### config.mk
export PLATFORM = sky130hd
export DESIGN_NAME = aes_inv_mixcolumns_iter
export DESIGN_NICKNAME = d
export VERILOG_FILES = /design/src/rtl/aes_pkg.sv /design/src/rtl/aes_inv_mixcolumn.sv /design/src/rtl/aes_inv_mixcolumns_iter.sv
export SDC_FILE = /design/constraint.sdc
export NUM_CORES = 1
export LEC_CHECK = 0
export CORE_MARGIN = 4
export CORE_UTILIZATION = 35
export CTS_CLUSTER_DIAMETER = 100
export DETAILED_ROUTE_END_ITERATION = 8
export GPL_TIMING_DRIVEN = 0
export HOLD_SLACK_MARGIN = 0.12
export SLEW_MARGIN = 20
export SYNTH_ARGS = -nofsm -noshare
export SYNTH_HDL_FRONTEND = slang
export SYNTH_SLANG_ARGS = --single-unit
### constraint.sdc
create_clock -name clk -period 5.6 [get_ports clk]
set_input_delay 1.12 -clock clk [delete_from_list [all_inputs] [get_ports clk]]
set_output_delay 1.12 -clock clk [all_outputs]
set_load 0.05 [all_outputs]
### src/rtl/aes_pkg.sv
// Shared AES helpers: GF(2^8) xtime, FSM encoding and 32-bit column access.
package aes_pkg;

  localparam int unsigned COL_W   = 32;
  localparam int unsigned STATE_W = 128;
  localparam int unsigned N_COLS  = 4;

  // Reduction polynomial x^8+x^4+x^3+x+1 without the x^8 term
  localparam logic [7:0] GF_POLY = 8'h1b;

  typedef enum logic [1:0] {
    ST_IDLE = 2'd0,
    ST_BUSY = 2'd1,
    ST_DONE = 2'd2
  } imc_state_e;

  // Multiply by x in GF(2^8)
  function automatic logic [7:0] xtime(input logic [7:0] b);
    return {b[6:0], 1'b0} ^ (b[7] ? GF_POLY : 8'h00);
  endfunction

  // Read column c; column 0 occupies the most significant word
  function automatic logic [COL_W-1:0] col_get(input logic [STATE_W-1:0] s,
                                               input logic [1:0]         c);
    logic [COL_W-1:0] v;
    case (c)
      2'd0:    v = s[127:96];
      2'd1:    v = s[95:64];
      2'd2:    v = s[63:32];
      default: v = s[31:0];
    endcase
    return v;
  endfunction

  // Return s with column c replaced by v
  function automatic logic [STATE_W-1:0] col_put(input logic [STATE_W-1:0] s,
                                                 input logic [1:0]         c,
                                                 input logic [COL_W-1:0]   v);
    logic [STATE_W-1:0] r;
    r = s;
    case (c)
      2'd0:    r[127:96] = v;
      2'd1:    r[95:64]  = v;
      2'd2:    r[63:32]  = v;
      default: r[31:0]   = v;
    endcase
    return r;
  endfunction

endpackage

### src/rtl/aes_inv_mixcolumn.sv
// Combinational InvMixColumns of one 32-bit column (row 0 in the MSB byte).
module aes_inv_mixcolumn
  import aes_pkg::*;
(
  input  logic [COL_W-1:0] col_i,
  output logic [COL_W-1:0] col_o
);

  logic [7:0] a0, a1, a2, a3;
  logic [7:0] u, v;
  logic [7:0] b0, b1, b2, b3;
  logic [7:0] t;

  // Precondition with 4*(a0^a2) / 4*(a1^a3), then reuse the cheap forward MixColumn
  always_comb begin
    a0 = col_i[31:24];
    a1 = col_i[23:16];
    a2 = col_i[15:8];
    a3 = col_i[7:0];
    u  = xtime(xtime(a0 ^ a2));
    v  = xtime(xtime(a1 ^ a3));
    b0 = a0 ^ u;
    b1 = a1 ^ v;
    b2 = a2 ^ u;
    b3 = a3 ^ v;
    t  = b0 ^ b1 ^ b2 ^ b3;
    col_o = {b0 ^ t ^ xtime(b0 ^ b1),
             b1 ^ t ^ xtime(b1 ^ b2),
             b2 ^ t ^ xtime(b2 ^ b3),
             b3 ^ t ^ xtime(b3 ^ b0)};
  end

endmodule

### src/rtl/aes_inv_mixcolumns_iter.sv
// Iterative InvMixColumns over a 128-bit state, COLS_PER_CYCLE columns per clock,
// valid/ready on both sides; the working register doubles as state_o.
module aes_inv_mixcolumns_iter
  import aes_pkg::*;
#(
  parameter int unsigned COLS_PER_CYCLE = 1
) (
  input  logic               clk,
  input  logic               rst,
  input  logic               in_valid,
  output logic               in_ready,
  input  logic [STATE_W-1:0] state_i,
  output logic               out_valid,
  input  logic               out_ready,
  output logic [STATE_W-1:0] state_o
);

  if (!(COLS_PER_CYCLE == 1 || COLS_PER_CYCLE == 2 || COLS_PER_CYCLE == 4)) begin : g_bad_cpc
    $error("aes_inv_mixcolumns_iter: COLS_PER_CYCLE must be 1, 2 or 4");
  end

  localparam logic [1:0] CNT_STEP = 2'(COLS_PER_CYCLE);
  // col_cnt value at the start of the edge that writes column 3
  localparam logic [1:0] CNT_LAST = 2'(N_COLS - COLS_PER_CYCLE);

  imc_state_e         state_q, state_d;
  logic [1:0]         col_cnt_q, col_cnt_d;
  logic [STATE_W-1:0] work_q, work_d;
  logic               in_ready_q, in_ready_d;
  logic               out_valid_q, out_valid_d;

  logic [1:0]       col_idx [COLS_PER_CYCLE];
  logic [COL_W-1:0] col_in  [COLS_PER_CYCLE];
  logic [COL_W-1:0] col_out [COLS_PER_CYCLE];

  for (genvar k = 0; k < COLS_PER_CYCLE; k++) begin : g_core
    assign col_idx[k] = col_cnt_q + 2'(k);
    assign col_in[k]  = col_get(work_q, col_idx[k]);
    aes_inv_mixcolumn u_core (
      .col_i (col_in[k]),
      .col_o (col_out[k])
    );
  end

  // Next-state, column write-back and handshake flags
  always_comb begin
    state_d     = state_q;
    col_cnt_d   = col_cnt_q;
    work_d      = work_q;
    in_ready_d  = in_ready_q;
    out_valid_d = out_valid_q;
    case (state_q)
      ST_IDLE: begin
        if (in_valid) begin
          work_d     = state_i;
          col_cnt_d  = 2'd0;
          in_ready_d = 1'b0;
          state_d    = ST_BUSY;
        end
      end
      ST_BUSY: begin
        for (int k = 0; k < COLS_PER_CYCLE; k++) begin
          work_d = col_put(work_d, col_idx[k], col_out[k]);
        end
        col_cnt_d = col_cnt_q + CNT_STEP;
        if (col_cnt_q == CNT_LAST) begin
          col_cnt_d   = 2'd0;
          out_valid_d = 1'b1;
          state_d     = ST_DONE;
        end
      end
      ST_DONE: begin
        if (out_ready) begin
          out_valid_d = 1'b0;
          in_ready_d  = 1'b1;
          state_d     = ST_IDLE;
        end
      end
      default: begin
        col_cnt_d   = 2'd0;
        in_ready_d  = 1'b1;
        out_valid_d = 1'b0;
        state_d     = ST_IDLE;
      end
    endcase
  end

  // State and datapath registers; reset discards any in-flight result
  always_ff @(posedge clk or posedge rst) begin
    if (rst) begin
      state_q     <= ST_IDLE;
      col_cnt_q   <= 2'd0;
      work_q      <= '0;
      in_ready_q  <= 1'b1;
      out_valid_q <= 1'b0;
    end else begin
      state_q     <= state_d;
      col_cnt_q   <= col_cnt_d;
      work_q      <= work_d;
      in_ready_q  <= in_ready_d;
      out_valid_q <= out_valid_d;
    end
  end

  assign in_ready  = in_ready_q;
  assign out_valid = out_valid_q;
  assign state_o   = work_q;

endmodule
==> impl_metrics.ini, run 1 <==
[logic_synthesis]
synth_warnings = 0
synth-edff-count = 0
syn_inst = 937
async_reset_ff_share_pct = 100
syn_area_per_cell_um2 = 8.95
synth_ff_type = dfrtp_1
ys_seq_area_share_pct = 40.0
synth_nets = 1073
ys_ff_latch = 134
ys_types = 34
synthesis.area_um2 = 8390

[global_routing]
antenna_found_initial = 0
grtUsageTotal_pct = 28.0
grt_overflow = 0
grt_pass1_wl_um = 54700
grt_max_degree = 75
grt_pass1_vias = 8706

[clocking]
cts_hold_buf = 0
clock-root-buffer = clkbuf_16
cts_made_buffers = 17
clock_latency_ps = 440
cts-resized-gates = 0
cts_buffer_depth = 2
cts_tree = yes
cts_sinks = 134
post_cts_buffers = 0
cts.clk_slew.worst_paths_ps = 60
htreeDepth = 4

[worst_setup_path]
crit_path_start_kind = flip-flop
path_delay_family = compound AO/OA/AOI/OAI gates
crit_buf_inv = 2
crit_path_end_kind = flip-flop
crit_required_ps = 5880
crit_slowest_cell = a222oi_1
cp_cell_sequence = inv_1 -> ha_1 -> buf_4 -> a222oi_1 -> xor2_1 -> a21oi_2 -> xnor2_1 -> xnor2_1 -> xnor3_1 -> xnor2_1 -> nor2_1 -> o22ai_1
worst-path-max-fanout = 10
worst_ep_arrival_time_ps = 5160
critPathMaxStageDelay_ps = 960
cp_common_cell = xnor2_1
path_class = flip-flop to flip-flop

[detailed_routing]
drt_iter0_markers = 817
firstDrtPassIters = 8
vias = 8570
drc_errors = 0
vias_per_cell = 5.53
drt_wl_total_um = 38200
drtAntennaViolNets = 0
wire_per_inst_um = 24.7

[status]
status = finished, final reports clean

[timing]
slew_viol_final = 0
relSlewSlack_pct = 27.4
tightest_slew_ps = 1090
finalClockSkew_ps = 14.6
final_hold_viol_count = 0
grt_setup_unrepaired = false
period_needed_ps = 4880
period_share_pct = 87.1
worst_slack_ps = 724
fmax_ghz = 0.205
finalSetupViolations = 0
timing.hold.ws_ps = 514

[final_layout]
final_cell_count_no_fill = 1550
register_area_um2 = 3350
antennaDiodeCount = 0
area_delta_synth_final_pct = 43.5
drive_gt1_share_pct = 5.36
fin_area_um2 = 12000
finalNetCount = 1354
nFillCells = 2292
multi_input_area_um2 = 4720

[placement]
dp_cells = 1518
dp_hpwl_um = 28400
place_area_um2 = 11400
port_buffers = 261
place_ws_ps = 807
gp_congestion = 0.938

[die]
rows = 56
die_area_um2 = 26500
io_pins = 262
dieWidth_um = 163
initial_core_util_pct = 35.6
die_h_um = 163
coreArea_um2 = 23500

[min_path]
min_path_type = flip-flop to flip-flop

[job]
drv_cap = 0
==> stage by stage <==
step                      setup TNS [ps]  utilization, %
after floorplan                        0               -
final                                  0            51.1
after detailed placement               0            48.6
after global placement           -171900            48.4
after CTS                              0            51.1
after global routing                   0            51.1
==> cells in the mapped netlist (all sizes together), types with 14 or more instances <==
cell type	instances	area [µm²]
dfrtp	133	3330
o21ai	68	344
a222oi	32	320
inv	14	52.6
a31oi	56	350
a21oi	109	572
xnor2	112	1040
nor2	129	484
clkbuf	43	161
xnor3	20	452
nand2	118	443
xor2	40	350
buf	18	93.8
==> tightest hold or removal path, delay by kind of cell, from the launching register on <==
kind	cells	cell delay, ps
simple gates	1	50
compound gates	1	60
flops	1	360
==> cells by family (layout without fill, tap and decap cells) <==
| logic type | after synthesis | in the layout | synth area share (%) |
|---|---|---|---|
| simple gates | 260 | 260 | 12.0 |
| mux | 10 | 10 | 1.19 |
| flops | 134 | 134 | 40.0 |
| compound gates | 281 | 281 | 20.2 |
| buf+inv | 75 | 369 | 3.67 |
| xor+xnor | 173 | 173 | 22.3 |
| fa+ha+maj | 4 | 4 | 0.597 |
==> area by class of cell <==
type / instances / area share [%]
inverters: 14 / 0.499
plain buffers: 61 / 2.12
multi-input cells: 728 / 39.3
repair buffers: 262 / 21.9
well taps: 319 / 3.32
flip-flops and latches: 134 / 27.9
clock buffers: 20 / 3.71
clock inverters: 12 / 1.27
==> layer usage <==
layer / share of wire (%) / routed length (µm) / up-vias / track usage [%]
met2: 47 / 18100 / 450 / 45.6
li1: - / - / 3821 / -
met3: 9.7 / 3700 / 67 / 8.58
met5: 0 / 0 / - / 0
met1: 40 / 15400 / 4232 / 36.1
met4: 2.7 / 1010 / 0 / 8.16
==> registers in the layout, summed over array words and instances (netlist names) <==
name and cells:
state_o 128, out_valid 1, in_ready 1, state_q 2, col_cnt_q 2
==> layout by cell type (no fill, tap or decap), drive strengths merged <==
cell type / n
xnor2: 112
inv: 15
o22ai: 10
xnor3: 20
o21ai: 68
a21o: 3
o32ai: 1
nand2b: 3
bufinv: 3
xor2: 40
dfstp: 1
clkdlybuf4s50: 261
a31oi: 56
a21oi: 109
clkinvlp: 1
a222oi: 32
o31ai: 1
clkinv: 7
ha: 4
clkbuf: 63
nor2: 129
o22a: 1
xor3: 1
nor2b: 8
nor3b: 1
buf: 19
mux2i: 10
dfrtp: 133
nand2: 118
or3: 1
==> path summary, 6_finish.rpt <==
check / end / cells after the start / slack (ps) / from
max: state_o[20] / 12 / 720 / col_cnt_q[0]
min: out_valid / 2 / 510 / out_valid
max reg2reg: state_o[20] / 12 / 720 / col_cnt_q[0]
min reg2reg: out_valid / 2 / 510 / out_valid
max in group asynchronous: state_o[3] / 3 / 3710 / rst
min in group asynchronous: state_o[100] / 2 / 1110 / rst
Power of run 1 is not shown: default switching activity piles up to over one toggle a cycle in this logic, so the estimate is an artifact.
==> inputs of run 2 (changes only) <==
--- a/config.mk
+++ b/config.mk
@@ -9,6 +9,7 @@
 export CORE_UTILIZATION = 35
 export CTS_CLUSTER_DIAMETER = 100
 export DETAILED_ROUTE_END_ITERATION = 8
+export GPL_ROUTABILITY_DRIVEN = 0
 export GPL_TIMING_DRIVEN = 0
 export HOLD_SLACK_MARGIN = 0.12
 export SLEW_MARGIN = 20
==> impl_metrics.ini, run 2 (same netlist as run 1, synthesis figures left out) <==
[job]
drv_cap = 0

[detailed_routing]
wire_per_inst_um = 24.1
drt_iter0_markers = 813
firstDrtPassIters = 6
drt_wl_total_um = 37400
drtAntennaViolNets = 0
vias_per_cell = 5.52
vias = 8561
drc_errors = 0

[worst_setup_path]
crit_required_ps = 5880
path_class = flip-flop to flip-flop
worst_ep_arrival_time_ps = 5160
worst-path-max-fanout = 10
crit_path_start_kind = flip-flop
timing.rr.start = col_cnt_q[0]
setup.worst_path.start = col_cnt_q[0]
crit_path_end_kind = flip-flop

[die]
dieWidth_um = 163
io_pins = 262
rows = 56
initial_core_util_pct = 35.6
die_area_um2 = 26500
coreArea_um2 = 23500
die_h_um = 163

[clocking]
clock_latency_ps = 430
cts-resized-gates = 0
post_cts_buffers = 0
clock-root-buffer = clkbuf_16
cts_sinks = 134
cts_tree = yes
cts.clk_slew.worst_paths_ps = 60
cts_buffer_depth = 2
htreeDepth = 4
cts_hold_buf = 0
cts_made_buffers = 17

[final_layout]
drive_gt1_share_pct = 5.44
largest_reg_flops = 128
final_common_cell = clkdlybuf4s50_1
finalNetCount = 1354
antennaDiodeCount = 0
most-common-layout-cells = 261 x clkdlybuf4s50_1, 133 x dfrtp_1, 129 x nor2_1, 118 x nand2_1
area_delta_synth_final_pct = 43.6

[global_routing]
grt_max_degree = 74
antenna_found_initial = 0
grtUsageTotal_pct = 27.6
grt_overflow = 0
grt_pass1_vias = 8676
grt_pass1_wl_um = 54500

[min_path]
hold_start = state_o[93]
min_path_type = flip-flop to flip-flop

[timing]
period_share_pct = 87.1
period_needed_ps = 4880
grt_setup_unrepaired = false
finalClockSkew_ps = 7.30
fmax_ghz = 0.205
final_hold_viol_count = 0
finalSetupViolations = 0
tightest_slew_ps = 1110
slew_viol_final = 0
relSlewSlack_pct = 26.3
worst_slack_ps = 723

[placement]
port_buffers = 261
dp_hpwl_um = 27900
place_ws_ps = 914

[status]
status = finished, final reports clean
-- run 2: layout make-up --
type                    count  area [µm²]
plain buffers              61         255
clock buffers              20         457
clock inverters            12         151
fillers                  2260       11500
inverters                  14        60.1
multi-input cells         728        4720
flip-flops and latches    134        3350
well taps                 319         399
repair buffers            262        2640
-- run 2: per-layer routing --
metal  up-vias  track usage, %  part of all wire, %
li1       3823               -                    -
met1      4261            35.8                   40
met2       427            45.0                   47
met3        50            8.28                   10
met4         0            7.93                  2.3
met5         -               0                    0
-- run 2: worst paths after layout --
kind | endpoint | slack (ps) | depth (start not counted)
hold reg to reg | state_o[93] | 500 | 2
setup / recovery | state_o[4] | 720 | 12
max in group asynchronous | state_o[43] | 3720 | 3
min in group asynchronous | state_o[100] | 1120 | 2
hold / removal | state_o[93] | 500 | 2
setup reg to reg | state_o[4] | 720 | 12
-- run 2: stage by stage --
stage	instance area [µm²]	util [%]	hold WS (ps)	std cells	setup TNS (ps)
floorplan	8390	-	486	937	0
finish	12000	51.1	505	1550	0
global route	12000	51.1	539	1550	0
CTS	12000	51.1	508	1550	0
global placement	11400	48.4	492	1517	-167680
detailed placement	11400	48.6	496	1518	0
-- run 2: worst max-delay path, stage by stage (launching register included) --
cell,delay (ps)
dfrtp_1,410
inv_1,100
ha_1,350
buf_4,250
a222oi_1,970
xor2_1,180
a21oi_2,630
xnor2_1,240
xnor2_1,430
xnor3_1,540
xnor2_1,150
nor2_1,350
o22ai_1,150
Power of run 2 is left out for the same reason.
